File: config.mk
export PLATFORM = sky130hd
export DESIGN_NAME = pll_reset_sequencer
export DESIGN_NICKNAME = d
export VERILOG_FILES = /design/src/rtl/pll_reset_sequencer.sv
export SDC_FILE = /design/constraint.sdc
export NUM_CORES = 1
export LEC_CHECK = 0
export CAP_MARGIN = 0
export CORE_MARGIN = 10
export CORE_UTILIZATION = 40
export CTS_CLUSTER_SIZE = 24
export DETAILED_ROUTE_END_ITERATION = 7
export GPL_ROUTABILITY_DRIVEN = 0
export PLACE_DENSITY = 0.73
export SYNTH_ARGS = -nofsm -noshare
export SYNTH_HDL_FRONTEND = slang
export SYNTH_SLANG_ARGS = --single-unit
export TNS_END_PERCENT = 10
File: constraint.sdc
create_clock -name clock -period 2.6 [get_ports clock]
set_input_delay 0.26 -clock clock [delete_from_list [all_inputs] [get_ports clock]]
set_output_delay 0.26 -clock clock [all_outputs]
set_load 0.05 [all_outputs]
File: src/rtl/pll_reset_sequencer.sv
// Reset sequencer for the ECP5 EHXPLLL: pulses PLL reset, waits for stable lock, releases core reset.
// Optional retry limit with a FAIL state: define PLL_RESET_SEQ_RETRY_LIMIT_EN.
module pll_reset_sequencer #(
    parameter int unsigned RST_PULSE_CYCLES    = 16,
    parameter int unsigned LOCK_STABLE_CYCLES  = 1024,
    parameter int unsigned LOCK_TIMEOUT_CYCLES = 65536,
    parameter int unsigned CNT_WIDTH           = 17,
    parameter int unsigned MAX_RETRIES         = 4
) (
    input  logic       clock,
    input  logic       reset,
    input  logic       pll_lock,
    input  logic       soft_rst_req,
    output logic       pll_rst,
    output logic       core_rst,
    output logic       pll_ready,
    output logic [2:0] state,
    output logic [7:0] relock_count,
    output logic       pll_fail
);

    localparam int unsigned TCNT_W = 8;

    localparam logic [2:0] PLL_RESET = 3'd0;
    localparam logic [2:0] WAIT_LOCK = 3'd1;
    localparam logic [2:0] STABLE    = 3'd2;
    localparam logic [2:0] RUN       = 3'd3;
    localparam logic [2:0] FAIL      = 3'd4;

    localparam logic [CNT_WIDTH-1:0] PULSE_LAST   = CNT_WIDTH'(RST_PULSE_CYCLES - 1);
    localparam logic [CNT_WIDTH-1:0] STABLE_LAST  = CNT_WIDTH'(LOCK_STABLE_CYCLES - 1);
    localparam logic [CNT_WIDTH-1:0] TIMEOUT_LAST = CNT_WIDTH'(LOCK_TIMEOUT_CYCLES - 1);
    localparam logic [CNT_WIDTH-1:0] CNT_MAX      = {CNT_WIDTH{1'b1}};
    localparam logic [TCNT_W-1:0]    RETRY_LAST   = TCNT_W'(MAX_RETRIES - 1);

    logic                 lock_meta;
    logic                 lock_s;
    logic [2:0]           state_nxt;
    logic [CNT_WIDTH-1:0] cnt;
    logic [TCNT_W-1:0]    tcnt;
    logic                 cnt_clr;
    logic                 timeout_hit;
    logic                 relock_hit;

    // Two-flop synchroniser for the asynchronous PLL lock
    always_ff @(posedge clock) begin
        if (reset) begin
            lock_meta <= 1'b0;
            lock_s    <= 1'b0;
        end else begin
            lock_meta <= pll_lock;
            lock_s    <= lock_meta;
        end
    end

    // State register
    always_ff @(posedge clock) begin
        if (reset) begin
            state <= PLL_RESET;
        end else begin
            state <= state_nxt;
        end
    end

    // Next state; soft request outranks lock loss, which outranks counter expiry
    always_comb begin
        state_nxt   = state;
        cnt_clr     = 1'b0;
        timeout_hit = 1'b0;
        relock_hit  = 1'b0;
        if (soft_rst_req) begin
            state_nxt = PLL_RESET;
            cnt_clr   = 1'b1;
        end else begin
            case (state)
                PLL_RESET: begin
                    if (cnt == PULSE_LAST) begin
                        state_nxt = WAIT_LOCK;
                    end
                end
                WAIT_LOCK: begin
                    if (lock_s) begin
                        state_nxt = STABLE;
                    end else if (cnt == TIMEOUT_LAST) begin
                        timeout_hit = 1'b1;
`ifdef PLL_RESET_SEQ_RETRY_LIMIT_EN
                        state_nxt   = (tcnt == RETRY_LAST) ? FAIL : PLL_RESET;
`else
                        state_nxt   = PLL_RESET;
`endif
                    end
                end
                STABLE: begin
                    if (!lock_s) begin
                        state_nxt = WAIT_LOCK;
                    end else if (cnt == STABLE_LAST) begin
                        state_nxt = RUN;
                    end
                end
                RUN: begin
                    if (!lock_s) begin
                        state_nxt  = PLL_RESET;
                        relock_hit = 1'b1;
                    end
                end
`ifdef PLL_RESET_SEQ_RETRY_LIMIT_EN
                FAIL: begin
                    state_nxt = FAIL;
                end
`endif
                default: begin
                    state_nxt = PLL_RESET;
                end
            endcase
        end
    end

    // Shared counter: clears on any state change, saturates instead of wrapping
    always_ff @(posedge clock) begin
        if (reset) begin
            cnt <= '0;
        end else if (cnt_clr || (state_nxt != state)) begin
            cnt <= '0;
        end else if (cnt != CNT_MAX) begin
            cnt <= cnt + CNT_WIDTH'(1);
        end
    end

    // Consecutive-timeout count; cleared when RUN is reached or FAIL is left
    always_ff @(posedge clock) begin
        if (reset) begin
            tcnt <= '0;
        end else if (((state_nxt == RUN) && (state != RUN)) ||
                     ((state == FAIL) && (state_nxt != FAIL))) begin
            tcnt <= '0;
        end else if (timeout_hit && (tcnt != RETRY_LAST)) begin
            tcnt <= tcnt + TCNT_W'(1);
        end
    end

    // Saturating count of lock-loss re-sequences
    always_ff @(posedge clock) begin
        if (reset) begin
            relock_count <= '0;
        end else if (relock_hit && (relock_count != 8'hFF)) begin
            relock_count <= relock_count + 8'(1);
        end
    end

    // Outputs decoded from the next state so they move with state
    always_ff @(posedge clock) begin
        if (reset) begin
            pll_rst   <= 1'b1;
            core_rst  <= 1'b1;
            pll_ready <= 1'b0;
        end else begin
            pll_rst   <= (state_nxt == PLL_RESET) || (state_nxt == FAIL);
            core_rst  <= (state_nxt != RUN);
            pll_ready <= (state_nxt == RUN);
        end
    end

`ifdef PLL_RESET_SEQ_RETRY_LIMIT_EN
    always_ff @(posedge clock) begin
        if (reset) begin
            pll_fail <= 1'b0;
        end else begin
            pll_fail <= (state_nxt == FAIL);
        end
    end
`else
    assign pll_fail = 1'b0;
`endif

endmodule

==> results.sh <==
export IMPL_synth_edf_count=0
export IMPL_fin_nets=213
export IMPL_synth_simple_area_share_pct=32.79
export IMPL_final_common_cell="dfxtp_1"
export IMPL_hold_worst_slack_ns=0.4490
export IMPL_drtIter0Drc=72
export IMPL_drive_gt1_share_pct=19.90
export IMPL_final_util_pct=54.17
export IMPL_grt_pass1_vias=1241
export IMPL_path_max_fanout=9
export IMPL_wl_per_cell_microns=12.14
export IMPL_cp_cell_sequence="and3_4 -> and3_4 -> and3_4 -> and3_4 -> ha_4 -> or3b_1 -> a211o_1 -> and4_4 -> nor3_4 -> buf_6 -> nor2_1"
export IMPL_synth_xor_area_share_pct=11.36
export IMPL_startpoint_type="flop"
export IMPL_slew_headroom_pct=51.62
export IMPL_stdcell_area_sq_mm=0.001998
export IMPL_critical_path_top_delay_family="simple AND/OR/NAND/NOR gates"
export IMPL_via_count=1262
export IMPL_drc=0
export IMPL_nFillCells=362
export IMPL_reg2reg_depth=11
export IMPL_post_route_period_util_pct=98.98
export IMPL_grt_pass1_wl_microns=5520
export IMPL_yosys_mux_area_fraction_pct=1.299
export IMPL_crit_slowest_cell="or3b_1"
export IMPL_multi_input_area_sq_um=867.1
export IMPL_holdPathEnd="lock_s$_SDFF_PP0_"
export IMPL_chipWidth_microns=82.08
export IMPL_placed_cell_area_sq_mm=0.001832
export IMPL_fin_cells=254
export IMPL_most_common_layout_cells="dfxtp_1 (30), nor2_1 (22), clkdlybuf4s50_1 (17)"
export IMPL_timing_fmax_ghz=0.3886
export IMPL_synth_top_family_by_area="simple AND/OR/NAND/NOR gates"
export IMPL_rsz0062_at_grt="true"
export IMPL_setup_violations=0
export IMPL_h_tree_depth=2
export IMPL_clk_insertion_delay_late_ns=0.29
export IMPL_ir_worst_vdd_v=0.0003952
export IMPL_routed_via_density=4.969
export IMPL_critPathCaptureType="flop"
export IMPL_crit_required_ns=2.77
export IMPL_final_hold_viol_count=0
export IMPL_cap_viol_max_count=0
export IMPL_io_pins=19
export IMPL_syn_inst=172
export IMPL_dpl_cell_count=242
export IMPL_register_area_sq_um=664.4
export IMPL_fin_crit_ns=2.573
export IMPL_whs_path_depth=1
export IMPL_cts_buffers=5
export IMPL_initial_utilization_pct=41.79
export IMPL_antenna_found_initial=0
export IMPL_routed_wl_microns=3083
export IMPL_dp_hpwl_microns=2244
export IMPL_arrival_ns=2.74
export IMPL_diodes=0
export IMPL_grt_usage_pct=10.68
export IMPL_ys_types=38
export IMPL_core_sq_mm=0.003689
export IMPL_yosys_warnings=0
export IMPL_synth_cell_area_sq_mm=0.001541
export IMPL_cts_tree="done"
export IMPL_clockRootBuffer="clkbuf_8"
export IMPL_drv_slew=0
export IMPL_grt_ovfl_total=0
export IMPL_syn_area_per_cell_sq_um=8.962
export IMPL_ys_seq_area_share_pct=42.86
export IMPL_leakage_uw=0.0007051
export IMPL_ys_ff_latch=33
export IMPL_async_flop_share_pct=0
export IMPL_outcome="finished clean"
export IMPL_fin_total_pwr_uw=1039
export IMPL_syn_to_final_growth_pct=29.63
export IMPL_reg2reg_from="cnt[8]$_SDFFE_PP0P_"
export IMPL_min_from="lock_meta$_SDFF_PP0_"
export IMPL_path_clk_slew_ns=0.07
export IMPL_die_h_microns=82.08
export IMPL_grt_max_degree=12
export IMPL_cts_sinks=33
export IMPL_worst_path_most_repeated_cell="and3_4"
export IMPL_ys_flop_type="dfxtp_1"
export IMPL_cp_num_buf_inv=1
export IMPL_synth_compound_area_share_pct=4.789
export IMPL_clk_path_buf_depth=2
export IMPL_ant_nets=0
export IMPL_core_rowCount=22
export IMPL_portBuffers=17
export IMPL_drtPass1Iterations=4
export IMPL_synthAdderAreaFrac_pct=3.247
export IMPL_hp_class="reg -> reg"
export IMPL_powerDensity_mw_per_mm2=520.2
export IMPL_reg2reg_to="cnt[5]$_SDFFE_PP0P_"
export IMPL_skew_ns=0.01368
export IMPL_reg2reg_slack_ns=0.03
export IMPL_dieArea_sq_mm=0.006737
export IMPL_critPathKind="reg -> reg"
export IMPL_tightest_slew_ns=0.7225
export IMPL_max_stage_delay_ns=0.35
report_power, final:
| part | internal (uW) | switching [uW] |
|---|---|---|
| logic | 13.0 | 18.2 |
| clock network | 312 | 184 |
| registers | 508 | 3.24 |
worst max-delay path by stage:
stage                         startpoint              endpoint  slack [ns]  cells after the start
finish               cnt[8]$_SDFFE_PP0P_   cnt[5]$_SDFFE_PP0P_        0.03                     11
global route         cnt[8]$_SDFFE_PP0P_   cnt[5]$_SDFFE_PP0P_       -0.09                     11
CTS                  cnt[8]$_SDFFE_PP0P_   cnt[8]$_SDFFE_PP0P_       -0.05                     12
detailed placement  cnt[10]$_SDFFE_PP0P_   cnt[5]$_SDFFE_PP0P_       -0.02                     11
global placement    cnt[10]$_SDFFE_PP0P_  cnt[10]$_SDFFE_PP0P_        0.02                     11
floorplan           cnt[10]$_SDFFE_PP0P_   cnt[8]$_SDFFE_PP0P_       -0.05                     11
cell usage after synthesis (3+ instances only):
cell / count / area (sq um)
o21ai_0: 3 / 15.01
inv_1: 4 / 15.01
dfxtp_1: 33 / 660.6
ha_1: 4 / 50.05
nor3_1: 8 / 40.04
nor2b_1: 3 / 18.77
nand2_1: 10 / 37.54
nor2_1: 22 / 82.58
a21oi_1: 4 / 20.02
nor2_2: 10 / 62.56
nor4_1: 4 / 25.02
nand4_1: 3 / 18.77
nand3_1: 8 / 40.04
xnor2_1: 11 / 96.34
and3_1: 7 / 43.79
xor2_1: 9 / 78.83
worst register-to-register path, stage by stage, from the launching register on:
cell,delay (ns)
dfxtp_2,0.32
and3_4,0.18
and3_4,0.18
and3_4,0.17
and3_4,0.17
ha_4,0.14
or3b_1,0.35
a211o_1,0.33
and4_4,0.19
nor3_4,0.20
buf_6,0.17
nor2_1,0.06
sequential cells by signal (all words and copies together), names as in the netlist:
signal,count
cnt,17
core_rst,1
lock_meta,1
lock_s,1
pll_ready,1
pll_rst,1
relock_count,8
state,3
metal layers:
layer | vias up | GRT usage [%] | share of wire [%]
li1 | 653 | - | -
met1 | 579 | 12.81 | 47
met2 | 25 | 16.54 | 46
met3 | 5 | 2.620 | 4.7
met4 | 0 | 7.143 | 2.2
met5 | - | 0 | 0
layout make-up:
class	instances	share of cell area [%]
Sequential cell	33	33.25
Clock buffer	7	4.321
Tap cell	48	3.006
Inverter	4	0.7514
Clock inverter	1	1.503
Multi-Input combinational cell	131	43.39
Timing Repair Buffer	30	13.78
logic make-up after synthesis:
| group | after synthesis |
|---|---|
| other | 1 |
| buffers and inverters | 9 |
| AOI/OAI and AO/OA | 12 |
| DFF | 33 |
| xor gates and xnor gates | 20 |
| muxes | 2 |
| and+or+nand+nor | 91 |
| adders and majority gates | 4 |
stage by stage:
step | setup slack [ns] | TNS, ns
after floorplan | -0.04906 | -0.4612
final | 0.02651 | 0
after detailed placement | -0.02312 | -0.1987
after CTS | -0.05287 | -0.7691
after global routing | -0.08655 | -1.070
after global placement | 0.01669 | 0
repair_timing:
item / in CTS / in global routing
setup buffers: 4 / 1
setup endpoints to repair: 17 / 17
pin swaps: 6 / 6
endpoints found under the hold margin: 0 / 0
hold buffers: 0 / 0
gates resized for setup: 7 / 1
gates cloned: 1 / 0
Power figures use the tool's default switching activity.
